--- src/rtl/data_memory_arbiter_pkg.sv ---
// Shared types for the CPU data-memory arbiter: FSM state and request enums.
package data_memory_arbiter_pkg;

  localparam int ADDR_W = 32;
  localparam int DATA_W = 32;

  typedef enum logic {
    ARB_IDLE   = 1'b0,
    ARB_LOCKED = 1'b1
  } arb_state_t;

  typedef enum logic {
    OP_READ  = 1'b0,
    OP_WRITE = 1'b1
  } mem_op_t;

endpackage

--- src/rtl/data_memory_arbiter_if.sv ---
// Two requester ports plus the shared memory port of the data-memory arbiter.
interface data_memory_arbiter_if;
  import data_memory_arbiter_pkg::*;

  // Handshake: a transfer occurs in any cycle where rX_valid & rX_ready are both high;
  // ready is combinational from valid and registered state, and valid may drop freely.
  logic              r0_valid;
  logic              r0_ready;
  logic              r0_we;
  logic [ADDR_W-1:0] r0_addr;
  logic [DATA_W-1:0] r0_wdata;
  logic              r0_rvalid;
  logic [DATA_W-1:0] r0_rdata;

  logic              r1_valid;
  logic              r1_ready;
  logic              r1_we;
  logic [ADDR_W-1:0] r1_addr;
  logic [DATA_W-1:0] r1_wdata;
  logic              r1_lock;
  logic              r1_rvalid;
  logic [DATA_W-1:0] r1_rdata;

  logic [ADDR_W-1:0] mem_addr;
  logic [DATA_W-1:0] mem_wdata;
  logic              mem_we;
  logic [DATA_W-1:0] mem_rdata;

  modport slave (
    input  r0_valid, r0_we, r0_addr, r0_wdata,
    output r0_ready, r0_rvalid, r0_rdata,
    input  r1_valid, r1_we, r1_addr, r1_wdata, r1_lock,
    output r1_ready, r1_rvalid, r1_rdata,
    output mem_addr, mem_wdata, mem_we,
    input  mem_rdata
  );

  modport master (
    output r0_valid, r0_we, r0_addr, r0_wdata,
    input  r0_ready, r0_rvalid, r0_rdata,
    output r1_valid, r1_we, r1_addr, r1_wdata, r1_lock,
    input  r1_ready, r1_rvalid, r1_rdata,
    input  mem_addr, mem_wdata, mem_we,
    output mem_rdata
  );

endinterface

--- src/rtl/data_memory_arbiter_sat_counter.sv ---
// Saturating up-counter with synchronous active-low clear.
module sat_counter #(
  parameter int WIDTH = 16
) (
  input  logic             clk,
  input  logic             clear_n,
  input  logic             inc,
  output logic [WIDTH-1:0] count
);

  always_ff @(posedge clk) begin
    if (!clear_n) begin
      count <= '0;
    end else if (inc && (count != '1)) begin
      count <= count + WIDTH'(1);
    end
  end

endmodule

--- src/rtl/data_memory_arbiter.sv ---
// Two-port data-memory arbiter: round-robin on ties, optional bounded bus lock for requester 1.
module data_memory_arbiter
  import data_memory_arbiter_pkg::*;
#(
  parameter int LOCK_MAX = 8,
  parameter int CNT_W    = 16
) (
  input  logic                  clk,
  input  logic                  reset,
  data_memory_arbiter_if.slave  bus,
  output logic [CNT_W-1:0]      grant_count0,
  output logic [CNT_W-1:0]      grant_count1,
  output logic                  locked,
  output arb_state_t            state_dbg
);

  localparam logic [7:0] LOCK_MAX_C = 8'(LOCK_MAX);

  arb_state_t state;
  logic       last_grant;
  logic [7:0] lock_cnt;
  logic [7:0] lock_next;
  logic       no_relock;
  logic       gnt0;
  logic       gnt1;

  // A grant is only ever given to a valid requester, so grant == handshake.
  always_comb begin
    gnt0 = 1'b0;
    gnt1 = 1'b0;
    if (reset) begin
      if (state == ARB_LOCKED) begin
        gnt1 = bus.r1_valid;
      end else if (bus.r0_valid && bus.r1_valid) begin
        gnt0 = last_grant;
        gnt1 = !last_grant;
      end else begin
        gnt0 = bus.r0_valid;
        gnt1 = bus.r1_valid;
      end
    end
  end

  assign bus.r0_ready  = gnt0;
  assign bus.r1_ready  = gnt1;
  assign bus.mem_addr  = gnt1 ? bus.r1_addr  : bus.r0_addr;
  assign bus.mem_wdata = gnt1 ? bus.r1_wdata : bus.r0_wdata;
  assign bus.mem_we    = (gnt1 & bus.r1_we) | (gnt0 & bus.r0_we);
  assign lock_next     = lock_cnt + 8'd1;
  assign locked        = (state == ARB_LOCKED);
  assign state_dbg     = state;

  always_ff @(posedge clk) begin
    if (!reset) begin
      state         <= ARB_IDLE;
      last_grant    <= 1'b1;
      lock_cnt      <= 8'd0;
      no_relock     <= 1'b0;
      bus.r0_rvalid <= 1'b0;
      bus.r1_rvalid <= 1'b0;
      bus.r0_rdata  <= '0;
      bus.r1_rdata  <= '0;
    end else begin
      bus.r0_rvalid <= gnt0 & !bus.r0_we;
      bus.r1_rvalid <= gnt1 & !bus.r1_we;
      if (gnt0 && !bus.r0_we) bus.r0_rdata <= bus.mem_rdata;
      if (gnt1 && !bus.r1_we) bus.r1_rdata <= bus.mem_rdata;
      if (gnt0) last_grant <= 1'b0;
      if (gnt1) last_grant <= 1'b1;

      case (state)
        ARB_IDLE: begin
          if (gnt0 || !bus.r0_valid) no_relock <= 1'b0;
          if (gnt1 && bus.r1_lock && (!no_relock || !bus.r0_valid)) begin
            // With LOCK_MAX of 1 the entering grant already exhausts the burst.
            if (LOCK_MAX_C == 8'd1) begin
              no_relock <= 1'b1;
            end else begin
              state    <= ARB_LOCKED;
              lock_cnt <= 8'd1;
            end
          end
        end
        ARB_LOCKED: begin
          if (gnt1) lock_cnt <= lock_next;
          if (gnt1 && (lock_next == LOCK_MAX_C)) begin
            state      <= ARB_IDLE;
            last_grant <= 1'b1;
            no_relock  <= 1'b1;
          end else if (!bus.r1_lock) begin
            state      <= ARB_IDLE;
            last_grant <= 1'b1;
          end
        end
        default: state <= ARB_IDLE;
      endcase
    end
  end

  sat_counter #(.WIDTH(CNT_W)) u_cnt0 (
    .clk     (clk),
    .clear_n (reset),
    .inc     (gnt0),
    .count   (grant_count0)
  );

  sat_counter #(.WIDTH(CNT_W)) u_cnt1 (
    .clk     (clk),
    .clear_n (reset),
    .inc     (gnt1),
    .count   (grant_count1)
  );

endmodule

--- src/flat_wrapper.sv ---
// flat-port wrapper written by rule: the top's interface ports become plain ports
module data_memory_arbiter_flat import data_memory_arbiter_pkg::*;
#(
  parameter int LOCK_MAX = 8,
  parameter int CNT_W    = 16
)
  (clk, reset, grant_count0, grant_count1, locked, state_dbg, bus_r0_valid, bus_r0_we, bus_r0_addr, bus_r0_wdata, bus_r0_ready, bus_r0_rvalid, bus_r0_rdata, bus_r1_valid, bus_r1_we, bus_r1_addr, bus_r1_wdata, bus_r1_lock, bus_r1_ready, bus_r1_rvalid, bus_r1_rdata, bus_mem_addr, bus_mem_wdata, bus_mem_we, bus_mem_rdata);
  data_memory_arbiter_if bus_i ();
  input  logic clk;
  input  logic reset;
  output logic [CNT_W-1:0] grant_count0;
  output logic [CNT_W-1:0] grant_count1;
  output logic locked;
  output arb_state_t state_dbg;
  input wire logic [$bits(bus_i.r0_valid)-1:0] bus_r0_valid;
  input wire logic [$bits(bus_i.r0_we)-1:0] bus_r0_we;
  input wire logic [$bits(bus_i.r0_addr)-1:0] bus_r0_addr;
  input wire logic [$bits(bus_i.r0_wdata)-1:0] bus_r0_wdata;
  output wire logic [$bits(bus_i.r0_ready)-1:0] bus_r0_ready;
  output wire logic [$bits(bus_i.r0_rvalid)-1:0] bus_r0_rvalid;
  output wire logic [$bits(bus_i.r0_rdata)-1:0] bus_r0_rdata;
  input wire logic [$bits(bus_i.r1_valid)-1:0] bus_r1_valid;
  input wire logic [$bits(bus_i.r1_we)-1:0] bus_r1_we;
  input wire logic [$bits(bus_i.r1_addr)-1:0] bus_r1_addr;
  input wire logic [$bits(bus_i.r1_wdata)-1:0] bus_r1_wdata;
  input wire logic [$bits(bus_i.r1_lock)-1:0] bus_r1_lock;
  output wire logic [$bits(bus_i.r1_ready)-1:0] bus_r1_ready;
  output wire logic [$bits(bus_i.r1_rvalid)-1:0] bus_r1_rvalid;
  output wire logic [$bits(bus_i.r1_rdata)-1:0] bus_r1_rdata;
  output wire logic [$bits(bus_i.mem_addr)-1:0] bus_mem_addr;
  output wire logic [$bits(bus_i.mem_wdata)-1:0] bus_mem_wdata;
  output wire logic [$bits(bus_i.mem_we)-1:0] bus_mem_we;
  input wire logic [$bits(bus_i.mem_rdata)-1:0] bus_mem_rdata;
  assign bus_i.r0_valid = bus_r0_valid;
  assign bus_i.r0_we = bus_r0_we;
  assign bus_i.r0_addr = bus_r0_addr;
  assign bus_i.r0_wdata = bus_r0_wdata;
  assign bus_r0_ready = bus_i.r0_ready;
  assign bus_r0_rvalid = bus_i.r0_rvalid;
  assign bus_r0_rdata = bus_i.r0_rdata;
  assign bus_i.r1_valid = bus_r1_valid;
  assign bus_i.r1_we = bus_r1_we;
  assign bus_i.r1_addr = bus_r1_addr;
  assign bus_i.r1_wdata = bus_r1_wdata;
  assign bus_i.r1_lock = bus_r1_lock;
  assign bus_r1_ready = bus_i.r1_ready;
  assign bus_r1_rvalid = bus_i.r1_rvalid;
  assign bus_r1_rdata = bus_i.r1_rdata;
  assign bus_mem_addr = bus_i.mem_addr;
  assign bus_mem_wdata = bus_i.mem_wdata;
  assign bus_mem_we = bus_i.mem_we;
  assign bus_i.mem_rdata = bus_mem_rdata;
  data_memory_arbiter #(.LOCK_MAX(LOCK_MAX), .CNT_W(CNT_W)) u_core (.clk(clk), .reset(reset), .bus(bus_i), .grant_count0(grant_count0), .grant_count1(grant_count1), .locked(locked), .state_dbg(state_dbg));
endmodule
--- config.mk ---
export PLATFORM = sky130hd
export DESIGN_NAME = data_memory_arbiter_flat
export DESIGN_NICKNAME = d
export VERILOG_FILES = /design/src/rtl/data_memory_arbiter_pkg.sv /design/src/rtl/data_memory_arbiter_if.sv /design/src/rtl/data_memory_arbiter_sat_counter.sv /design/src/rtl/data_memory_arbiter.sv /design/src/flat_wrapper.sv
export SDC_FILE = /design/constraint.sdc
export NUM_CORES = 1
export LEC_CHECK = 0
export BUFFER_PORTS_ARGS = -buffer_cell sky130_fd_sc_hd__buf_2
export CAP_MARGIN = 20
export CORE_AREA = 3 3 127 129
export DETAILED_ROUTE_END_ITERATION = 7
export DIE_AREA = 0 0 130 132
export PLACE_DENSITY_LB_ADDON = 0.12
export SYNTH_ARGS = -nofsm -noshare
export SYNTH_HDL_FRONTEND = slang
export SYNTH_SLANG_ARGS = --single-unit
--- constraint.sdc ---
create_clock -name clk -period 2 [get_ports clk]
set_clock_uncertainty 0.05 [all_clocks]
set_input_delay 0.5 -clock clk [delete_from_list [all_inputs] [get_ports clk]]
set_output_delay 0.5 -clock clk [all_outputs]
set_load 0.02 [all_outputs]
==> results of run 1 <==
how the worst max path moves through the flow:
| stage | startpoint | to | slack (ps) |
|---|---|---|---|
| after floorplan | u_core.locked | bus_mem_addr[22] | -20 |
| after global placement | bus_r0_valid | bus_mem_addr[12] | -110 |
| after detailed placement | bus_r0_valid | bus_mem_addr[12] | -130 |
| after CTS | u_core.locked | bus_mem_wdata[2] | -160 |
| after global routing | u_core.locked | bus_mem_wdata[4] | -210 |
| final | u_core.locked | bus_mem_wdata[15] | -150 |
cell usage after synthesis (8+ instances only):
cell,number,area [µm²]
a21boi_0,10,75.07
a21boi_1,25,187.7
and2_1,13,81.33
and3_1,9,56.30
buf_2,23,115.1
clkbuf_1,17,63.81
dfxtp_1,109,2182
mux2i_1,21,210.2
nand2_1,367,1378
nand2b_1,12,75.07
nand3_1,17,85.08
nand4_1,12,75.07
nor2_1,10,37.54
o21ai_0,40,200.2
xor2_1,8,70.07
worst min-delay path, delay by kind of cell:
kind,cells,cell delay [ps]
buf+inv,1,90
compound gates,1,50
simple gates,1,40
area by class of cell:
cell class	count	share of cell area
flip-flops and latches	109	0.2486
multi-input cells	595	0.3883
clock inverters	5	0.007262
clock buffers	11	0.02762
well taps	188	0.02677
repair buffers	378	0.2989
inverters	4	0.002563
where the power goes:
group | switching (mW) | internal (mW)
sequential | 0.0361 | 2.23
combinational | 0.736 | 0.611
clock | 0.840 | 1.02
registers in the layout, summed over array words and instances (netlist names), 8 cells and up:
signal / flops
u_core.bus.r0_rdata: 32
u_core.u_cnt1.count: 16
u_core.bus.r1_rdata: 32
u_core.u_cnt0.count: 16
u_core.lock_cnt: 8
timing repair:
action | CTS | global route
endpoints found under the setup margin | 66 | 66
buffers inserted | 5 | 3
pin swaps | 7 | 51
hold buffers | 0 | 0
cloned | 5 | 2
resized for setup | 135 | 103
metal layers:
| metal | GRT usage | wire length, µm |
|---|---|---|
| met4 | 0.05774 | 437 |
| met5 | 0 | 18 |
| met1 | 0.2768 | 8281 |
| met2 | 0.3521 | 9832 |
| met3 | 0.08712 | 1898 |
kinds of logic after synthesis:
family,share of synthesized area
simple gates,0.3877
compound gates,0.1074
mux,0.03882
xor+xnor,0.01456
flops,0.4030
buf+inv,0.04159
fa+ha+maj,0.006932
per-stage QoR:
step	instance area, µm²	util	TNS (ps)	std cells	worst slack (ps)
after floorplan	5515	-	-19.91	752	-19.91
after detailed placement	7531	0.4972	-2709	1261	-129.4
after global routing	8787	0.5802	-11940	1290	-214.4
after global placement	7531	0.4972	-2147	1261	-114.8
after CTS	8443	0.5575	-7764	1287	-162.1
final	8787	0.5802	-6776	1290	-151.1
==> impl_metrics.json, run 1 <==
{
  "synthCells": 752,
  "seqCellArea_mm2": 0.002185,
  "diodes": 0,
  "slew_viol_final": 0,
  "holdCritStartpoint": "bus_mem_rdata[16]",
  "crit_required_ps": 1450,
  "drc_errors": 0,
  "regToRegSetupSlack_ps": -30,
  "max_stage_delay_ps": 340,
  "async_flop_share": 0,
  "die_y_um": 132,
  "syn-cell-area_mm2": 0.005415,
  "first_pass_iters": 5,
  "syn-mean-instance-area_um2": 7.201,
  "clockRootBuffer": "clkbuf_16",
  "finalNetCount": 1267,
  "core_mm2": 0.01515,
  "num_vias": 6228,
  "final.min_clock_period_ps": 2151,
  "yosysSeqAreaShare": 0.4030,
  "max_slew_margin": 0.5395,
  "clkLatencyLatePin_ps": 350,
  "violations": "setup timing",
  "multi_input_area_mm2": 0.003412,
  "cts_buffers": 9,
  "grt_max_degree": 74,
  "clockBufferDepth": 2,
  "cp-start-kind": "flop",
  "start_util": 0.3575,
  "cts.sinks": 109,
  "grt.total_usage": 0.2204,
  "max_freq_mhz": 464.9,
  "pin_count": 334,
  "design.die.area_mm2": 0.01716,
  "final_common_cell": "buf_2",
  "powerDensity_mw_per_mm2": 623.6,
  "p_total_mw": 5.480,
  "hold_depth": 3,
  "final_cell_mix": "buf_2 (265), nand2_1 (261), dfxtp_1 (107)",
  "ir_drop_v": 0.0005984,
  "leakagePower_nw": 4.435,
  "synth-edff-count": 0,
  "hpwl_um": 13910,
  "routedWlPerCell_um": 15.87,
  "timing.hold.ws_ps": 298.3,
  "hold_class": "in2reg",
  "cp.arrival_ps": 1600,
  "worst_path_dominant_cell_family": "buffers and inverters",
  "grt-ovfl-total": 0,
  "ys_types": 47,
  "place_congestion": 0.8928,
  "grt_pass1_wl_um": 30190,
  "synthToLayoutAreaGrowth_pct": 62.27,
  "worstMarginPinSlew_ps": 690.7,
  "worst_slack_ps": -151.1,
  "final-hold-violation-count": 0,
  "clk_pin_slew_ps": 80,
  "holdPathEnd": "u_core.bus.r1_rdata[16]",
  "port-buffer-count": 333,
  "synth_seq_cells": 109,
  "cts_tree": "done",
  "synth_flop_cell": "dfxtp_1",
  "antenna_found_initial": 2,
  "period_share": 1.076,
  "finalSetupViolCount": 70,
  "viasPerCell": 4.828,
  "maxCapViolations": 0,
  "die_w_um": 130,
  "path_depth": 7,
  "crit_type": "reg2out",
  "path_cells": "nand3b_4 > nand3_4 > buf_12 > buf_16 > nand2_4 > nand2_2 > buf_6",
  "grt_pass1_vias": 5718,
  "critPathCaptureType": "output port",
  "syn_nets": 922,
  "drt_wl_total_um": 20470,
  "synth_warnings": 0,
  "crit-reg2reg-launch": "u_core.locked",
  "rsz0062_at_grt": "yes",
  "critPathBufInv": 3,
  "htree_levels": 3,
  "fill_cells": 1424,
  "drtIter0Drc": 374,
  "outcome": "complete, but fails checks",
  "regToRegEndpoint": "u_core.u_cnt1.count[4]",
  "drive_gt1_frac": 0.4737,
  "r2r_cells": 10,
  "crit_path_max_fanout": 8,
  "rows": 45,
  "antenna_left": 0,
  "slowest_stage": "dfxtp_2"
}
(Power assumes the default switching activity.)
==> inputs of run 2 (changes only) <==
--- a/config.mk
+++ b/config.mk
@@ -5,11 +5,12 @@
 export SDC_FILE = /design/constraint.sdc
 export NUM_CORES = 1
 export LEC_CHECK = 0
+export ABC_AREA = 1
 export BUFFER_PORTS_ARGS = -buffer_cell sky130_fd_sc_hd__buf_2
 export CAP_MARGIN = 20
-export CORE_AREA = 3 3 127 129
+export CORE_AREA = 3 3 128 130
 export DETAILED_ROUTE_END_ITERATION = 7
-export DIE_AREA = 0 0 130 132
+export DIE_AREA = 0 0 131 133
 export PLACE_DENSITY_LB_ADDON = 0.12
 export SYNTH_ARGS = -nofsm -noshare
 export SYNTH_HDL_FRONTEND = slang
==> run 2 against run 1 <==
  * The run still ends with setup timing left
  * Utilization down 2.7 points
  * Total power down 3.0%
  * Highest routed layer is now met4
  * Non-clock buffer count down 4
  * Final area down 3.9%
  * Worst setup slack worse by 56 ps
  * Cell count up 12%
  * Register-to-register slack better by 170 ps
  * Area after synthesis up 3.2%
  * Sequential cell count unchanged
  * Combinational power down 9.6%
  * Critical path type unchanged
  * Die area up 1.5%
==> impl_metrics.json, run 2 <==
{
  "timing.hold.ws_ps": 295.9,
  "ctsHoldBuffers": 0,
  "finalNetCount": 1386,
  "grt-ovfl-total": 0,
  "fill_cells": 1549,
  "drtIter0Drc": 244,
  "cts.sinks": 109,
  "syn-mean-instance-area_um2": 6.373,
  "grt_max_degree": 67,
  "crit_type": "reg2out",
  "multi_input_area_mm2": 0.003042,
  "yosysSeqAreaShare": 0.3904,
  "drc_errors": 0,
  "die_w_um": 131,
  "yosysMostFrequentCell": "nand2_1",
  "place_congestion": 0.8521,
  "final.min_clock_period_ps": 2207,
  "ir_drop_v": 0.0004877,
  "final_common_cell": "nand2_1",
  "regToRegSetupSlack_ps": 140,
  "final_cell_mix": "nand2_1 (377), buf_2 (267), nor2_1 (109)",
  "antenna_found_initial": 7,
  "crit-reg2reg-launch": "u_core.locked",
  "max_slew_margin": 0.5821,
  "crit_start": "u_core.last_grant",
  "crit_required_ps": 1450,
  "r2r_cells": 12,
  "design.die.area_mm2": 0.01742,
  "synth_warnings": 0,
  "die_y_um": 133,
  "cp.arrival_ps": 1660,
  "powerDensity_mw_per_mm2": 629.3,
  "synth-edff-count": 0,
  "worstMarginPinSlew_ps": 625.9,
  "synthCells": 877,
  "max_freq_mhz": 453.1,
  "start_util": 0.3663,
  "final-hold-violation-count": 0,
  "routedWlPerCell_um": 14.73,
  "clkLatencyLatePin_ps": 360,
  "clockRootBuffer": "clkbuf_16",
  "drive_gt1_frac": 0.3440,
  "grt_pass1_vias": 5761,
  "rows": 45,
  "dpl_cell_area_mm2": 0.007512,
  "critPathCaptureType": "output port",
  "synthToLayoutAreaGrowth_pct": 51.09,
  "hold_class": "in2reg",
  "yosysTopAreaCell": "dfxtp_1",
  "timing.critical_path.to": "bus_mem_addr[3]",
  "outcome": "complete, but fails checks",
  "clk_pin_slew_ps": 80,
  "violations": "setup timing",
  "port-buffer-count": 333,
  "crit_path_max_fanout": 18,
  "rsz0062_at_grt": "yes",
  "period_share": 1.104,
  "ys_types": 32,
  "grt.total_usage": 0.2154,
  "max_stage_delay_ps": 370,
  "viasPerCell": 4.610,
  "grt_pass1_wl_um": 29750,
  "leakagePower_nw": 4.280,
  "regToRegEndpoint": "u_core.u_cnt1.count[9]",
  "seqCellArea_mm2": 0.002183,
  "cts_tree": "done",
  "clockBufferDepth": 2,
  "finalSetupViolCount": 66,
  "antenna_left": 0,
  "top_regs": "u_core.bus.r0_rdata (32), u_core.bus.r1_rdata (32)",
  "worst_slack_ps": -207.2,
  "syn_nets": 1047,
  "core_mm2": 0.01526,
  "crit_top_cell": "nand2_1",
  "async_flop_share": 0,
  "syn-cell-area_mm2": 0.005589,
  "pin_count": 334,
  "htree_levels": 3,
  "synth_area_leaders": "dfxtp_1 (39%), nand2_1 (26%), nor2_1 (7.3%)",
  "hpwl_um": 15310,
  "slowest_stage": "dfxtp_1",
  "path_cells": "nand3_2 > nand2_4 > nor2_4 > inv_2 > clkbuf_16 > nand2_1 > nand2_1 > buf_6",
  "cp-start-kind": "flop",
  "drt_wl_total_um": 21200,
  "synth_commonest_cells": "nand2_1 (384), dfxtp_1 (109), nor2_1 (109)",
  "synth_top_area_share": 0.3904,
  "synth_flop_cell": "dfxtp_1",
  "num_vias": 6634,
  "synth_seq_cells": 109,
  "cts_buffers": 9,
  "maxCapViolations": 0,
  "stdcell_area_mm2": 0.008444,
  "first_pass_iters": 5,
  "slew_viol_final": 0
}
==> run 2: cell types whose count changed after synthesis, moves of 11 or more <==
cell / before / now
o21ai_1: 0 / 32
a21boi_1: 25 / 0
nand2b_1: 12 / 0
mux2i_1: 21 / 0
inv_1: 2 / 33
nand2_1: 367 / 384
a21oi_1: 5 / 35
xnor2_1: 1 / 12
nand3_1: 17 / 30
and2_1: 13 / 1
nor2_1: 10 / 109
==> run 2: kinds of logic (layout without fill, tap and decap cells) <==
| logic type | Yosys count | count (layout) | share of synthesized area |
|---|---|---|---|
| AND/OR/NAND/NOR | 548 | 548 | 0.3951 |
| AO/OA/AOI/OAI | 117 | 117 | 0.1081 |
| flip-flops | 109 | 109 | 0.3904 |
| buffers and inverters | 84 | 428 | 0.07454 |
| XOR/XNOR | 16 | 16 | 0.02507 |
| adder cells (fa/ha/maj) | 3 | 3 | 0.006717 |
| other | 0 | 7 | 0 |
==> run 2: stage by stage <==
step / std cells / util / setup slack [ps] / setup TNS, ps / total power, mW
global route: 1439 / 0.5534 / -292.6 / -17380 / 5.542
detailed placement: 1401 / 0.4923 / -124.6 / -4808 / 3.347
CTS: 1418 / 0.5344 / -220.7 / -10220 / 5.287
floorplan: 877 / - / 10.52 / 0 / 2.892
finish: 1439 / 0.5534 / -207.2 / -11220 / 5.314
global placement: 1401 / 0.4923 / -118.5 / -4370 / 3.342
==> run 2: report_power, final <==
part	internal, mW	switching (mW)	total [mW]	leakage, nW
Sequential	2.24	0.0375	2.28	0.886
Combinational	0.531	0.686	1.22	3.24
Clock	0.893	0.924	1.82	0.149
==> run 2: worst max-delay path: cells and delay by family, from the launching register on <==
kind	cells	cell delay, ps
buffers and inverters	3	540
AND/OR/NAND/NOR	5	370
flip-flops	1	370
==> run 2: final cells by class <==
class | count | share of cell area
Tap cell | 211 | 0.03126
Sequential cell | 109 | 0.2586
Clock buffer | 9 | 0.02667
Clock inverter | 7 | 0.009038
Timing Repair Buffer | 374 | 0.2950
Multi-Input combinational cell | 684 | 0.3602
Antenna cell | 7 | 0.002074
Inverter | 38 | 0.01719
==> run 2: worst min path at each step <==
stage                      startpoint                 endpoint  slack [ps]  cells past startpoint
2_1_floorplan        u_core.no_relock         u_core.no_relock         380                      2
3_3_place_gp         u_core.no_relock         u_core.no_relock         390                      2
3_5_place_dp   u_core.bus.r1_rdata[0]   u_core.bus.r1_rdata[0]         400                      2
4_1_cts             bus_mem_rdata[13]  u_core.bus.r1_rdata[13]         290                      3
5_1_grt              bus_mem_rdata[1]   u_core.bus.r1_rdata[1]         310                      3
6_report            bus_mem_rdata[13]  u_core.bus.r1_rdata[13]         300                      3
==> run 2: repair_timing <==
action,in CTS,in global routing
gates resized for setup,110,16
buffers inserted,1,9
setup endpoints to repair,67,67
cloned,0,5
pin swaps,1,0
==> run 2: routing by layer <==
layer	up-vias	wire length, µm	global-route usage
li1	3440	-	-
met1	2967	8585	0.2543
met3	21	1338	0.04441
met2	206	10850	0.3722
met4	0	429	0.09200
met5	-	0	0
==> inputs of run 3 (changes only) <==
--- a/config.mk
+++ b/config.mk
@@ -11,7 +11,7 @@
 export CORE_AREA = 3 3 128 130
 export DETAILED_ROUTE_END_ITERATION = 7
 export DIE_AREA = 0 0 131 133
-export PLACE_DENSITY_LB_ADDON = 0.12
+export PLACE_DENSITY_LB_ADDON = 0.25
 export SYNTH_ARGS = -nofsm -noshare
 export SYNTH_HDL_FRONTEND = slang
 export SYNTH_SLANG_ARGS = --single-unit
==> run 3 against run 2 <==
  * Register-to-register slack better by 90 ps
  * Sequential share of layout area down 0.30 points
  * Critical path depth up 1
  * Via count up 1.3%
  * Non-clock buffer count up 3
  * The flow still finishes with violations (setup timing)
  * Die area unchanged
  * Final area up 1.3%
  * First-iteration DRC count up 36%
  * Sequential cell count unchanged
  * Critical path type unchanged
  * Maximum frequency up 1.5%
==> impl_metrics.json, run 3 (synthesis results as in run 2) <==
{
  "p_sw_mw": 1.556,
  "die_y_um": 133,
  "cp.arrival_ps": 1630,
  "htree_levels": 3,
  "clockBufferDepth": 2,
  "finalSetupViolCount": 66,
  "finalNetCount": 1389,
  "max_slew_margin": 0.5702,
  "p_clk_frac": 0.319,
  "synthToLayoutAreaGrowth_pct": 53.01,
  "ctsHoldBuffers": 0,
  "clkLatencyLatePin_ps": 340,
  "violations": "setup timing",
  "drc_errors": 0,
  "p_total_mw": 5.214,
  "die_w_um": 131,
  "comb_power_share": 0.243,
  "start_util": 0.3663,
  "leakagePower_nw": 4.303,
  "met3_usage": 0.06056,
  "drive_gt1_frac": 0.3679,
  "dp.cells": 1402,
  "cts_tree": "done",
  "met1_usage": 0.2517,
  "outcome": "complete, but fails checks",
  "hold_class": "in2reg",
  "powerDensity_mw_per_mm2": 609.6,
  "pin_count": 334,
  "crit_path_max_fanout": 16,
  "num_vias": 6720,
  "clockRootBuffer": "clkbuf_16",
  "crit_required_ps": 1450,
  "final_cells": 1437,
  "top_regs": "u_core.bus.r0_rdata (32), u_core.bus.r1_rdata (32)",
  "grt_pass1_vias": 5933,
  "final-hold-violation-count": 0,
  "place_congestion": 0.9014,
  "p_seq_frac": 0.438,
  "clk_pin_slew_ps": 70,
  "cts.sinks": 109,
  "cts_buffers": 9,
  "port-buffer-count": 333,
  "antenna_found_initial": 4,
  "worstMarginPinSlew_ps": 644.8,
  "cellInternalPower_mw": 3.658,
  "critPathCaptureType": "output port",
  "drtIter0Drc": 333,
  "final_common_cell": "nand2_1",
  "use_met2": 0.3682,
  "rows": 45,
  "grt-ovfl-total": 0,
  "grt_max_degree": 67,
  "grt_busiest_layer": "met2",
  "antenna_left": 0,
  "period_share": 1.088,
  "final.min_clock_period_ps": 2175,
  "crit_type": "reg2out",
  "routedWlPerCell_um": 14.58,
  "worst_slack_ps": -175.4,
  "drt_wl_total_um": 20950,
  "ir_drop_v": 0.0004554,
  "first_pass_iters": 5,
  "switching_share": 0.2984,
  "hpwl_um": 15310,
  "final_cell_mix": "nand2_1 (348), buf_2 (267), nor2_1 (109)",
  "cp-start-kind": "flop",
  "design.die.area_mm2": 0.01742,
  "rsz0062_at_grt": "yes",
  "grt.total_usage": 0.2135,
  "maxCapViolations": 0,
  "grt_pass1_wl_um": 30130,
  "max_freq_mhz": 459.7,
  "slew_viol_final": 0,
  "core_mm2": 0.01526,
  "timing.hold.ws_ps": 322.1,
  "viasPerCell": 4.676
}
-- run 3: cell types whose count changed in the layout (fill, tap and decap cells not counted), moves of 2 or more --
cell     delta
nand2_2    +30
nand2_1    -29
buf_6      +20
buf_4      -16
diode_2     -4
inv_8       -3
inv_2       -2
inv_4       +2
inv_6       +2
-- run 3: final timing paths --
path | from | endpoint | slack (ps) | depth (start not counted)
min | bus_mem_rdata[13] | u_core.bus.r1_rdata[13] | 320 | 3
max reg2reg | u_core.u_cnt1.count[0] | u_core.u_cnt1.count[13] | 230 | 7
max | u_core.locked | bus_mem_wdata[13] | -180 | 9
min reg2reg | u_core.no_relock | u_core.no_relock | 400 | 2
-- run 3: area by class of cell --
class / instances / area (µm²)
Antenna cell: 3 / 7.507
Fill cell: 1508 / 6706
Tap cell: 211 / 264.0
Sequential cell: 109 / 2186
Inverter: 38 / 150.1
Clock buffer: 10 / 229.0
Multi-Input combinational cell: 684 / 3102
Timing Repair Buffer: 377 / 2571
Clock inverter: 5 / 42.54
-- run 3: what timing repair did --
action / 4_1_cts / 5_1_grt
cloned: 2 / 4
resized for setup: 80 / 97
endpoints found under the setup margin: 67 / 67
setup buffers: 9 / 6
endpoints found under the hold margin: 0 / 0
pin swaps: 3 / 13
-- run 3: per-layer routing --
metal / routed length, µm / share of wire
met5: 0 / 0
met4: 584 / 0.028
met3: 1779 / 0.085
met2: 10520 / 0.50
met1: 8065 / 0.38
-- run 3: per-stage QoR --
| step | utilization | area [µm²] | setup WS [ps] | TNS (ps) |
|---|---|---|---|---|
| 3_3_place_gp | 0.4945 | 7545 | -168.8 | -2698 |
| 4_1_cts | 0.5382 | 8212 | -256.3 | -13830 |
| 2_1_floorplan | - | 5593 | 10.52 | 0 |
| 6_report | 0.5605 | 8552 | -175.4 | -9347 |
| 5_1_grt | 0.5605 | 8552 | -277.7 | -15540 |
| 3_5_place_dp | 0.4945 | 7545 | -189.1 | -3739 |
-- run 3: power groups by stage --
| stage | Combinational (mW) | Sequential, mW | Clock [mW] |
|---|---|---|---|
| after CTS | 1.16 | 2.28 | 1.71 |
| after global placement | 1.02 | 2.33 | 0 |
| after global routing | 1.36 | 2.29 | 1.80 |
| after floorplan | 0.470 | 2.42 | 0 |
| after detailed placement | 1.03 | 2.33 | 0 |
| final | 1.27 | 2.28 | 1.66 |
-- run 3: critical path: stages (launching register included) --
cell,delay [ps]
dfxtp_4,360
inv_4,30
nand3_2,60
nand2_2,70
nor2_4,180
buf_6,150
buf_12,140
nand2_1,50
nand2_1,100
buf_6,130
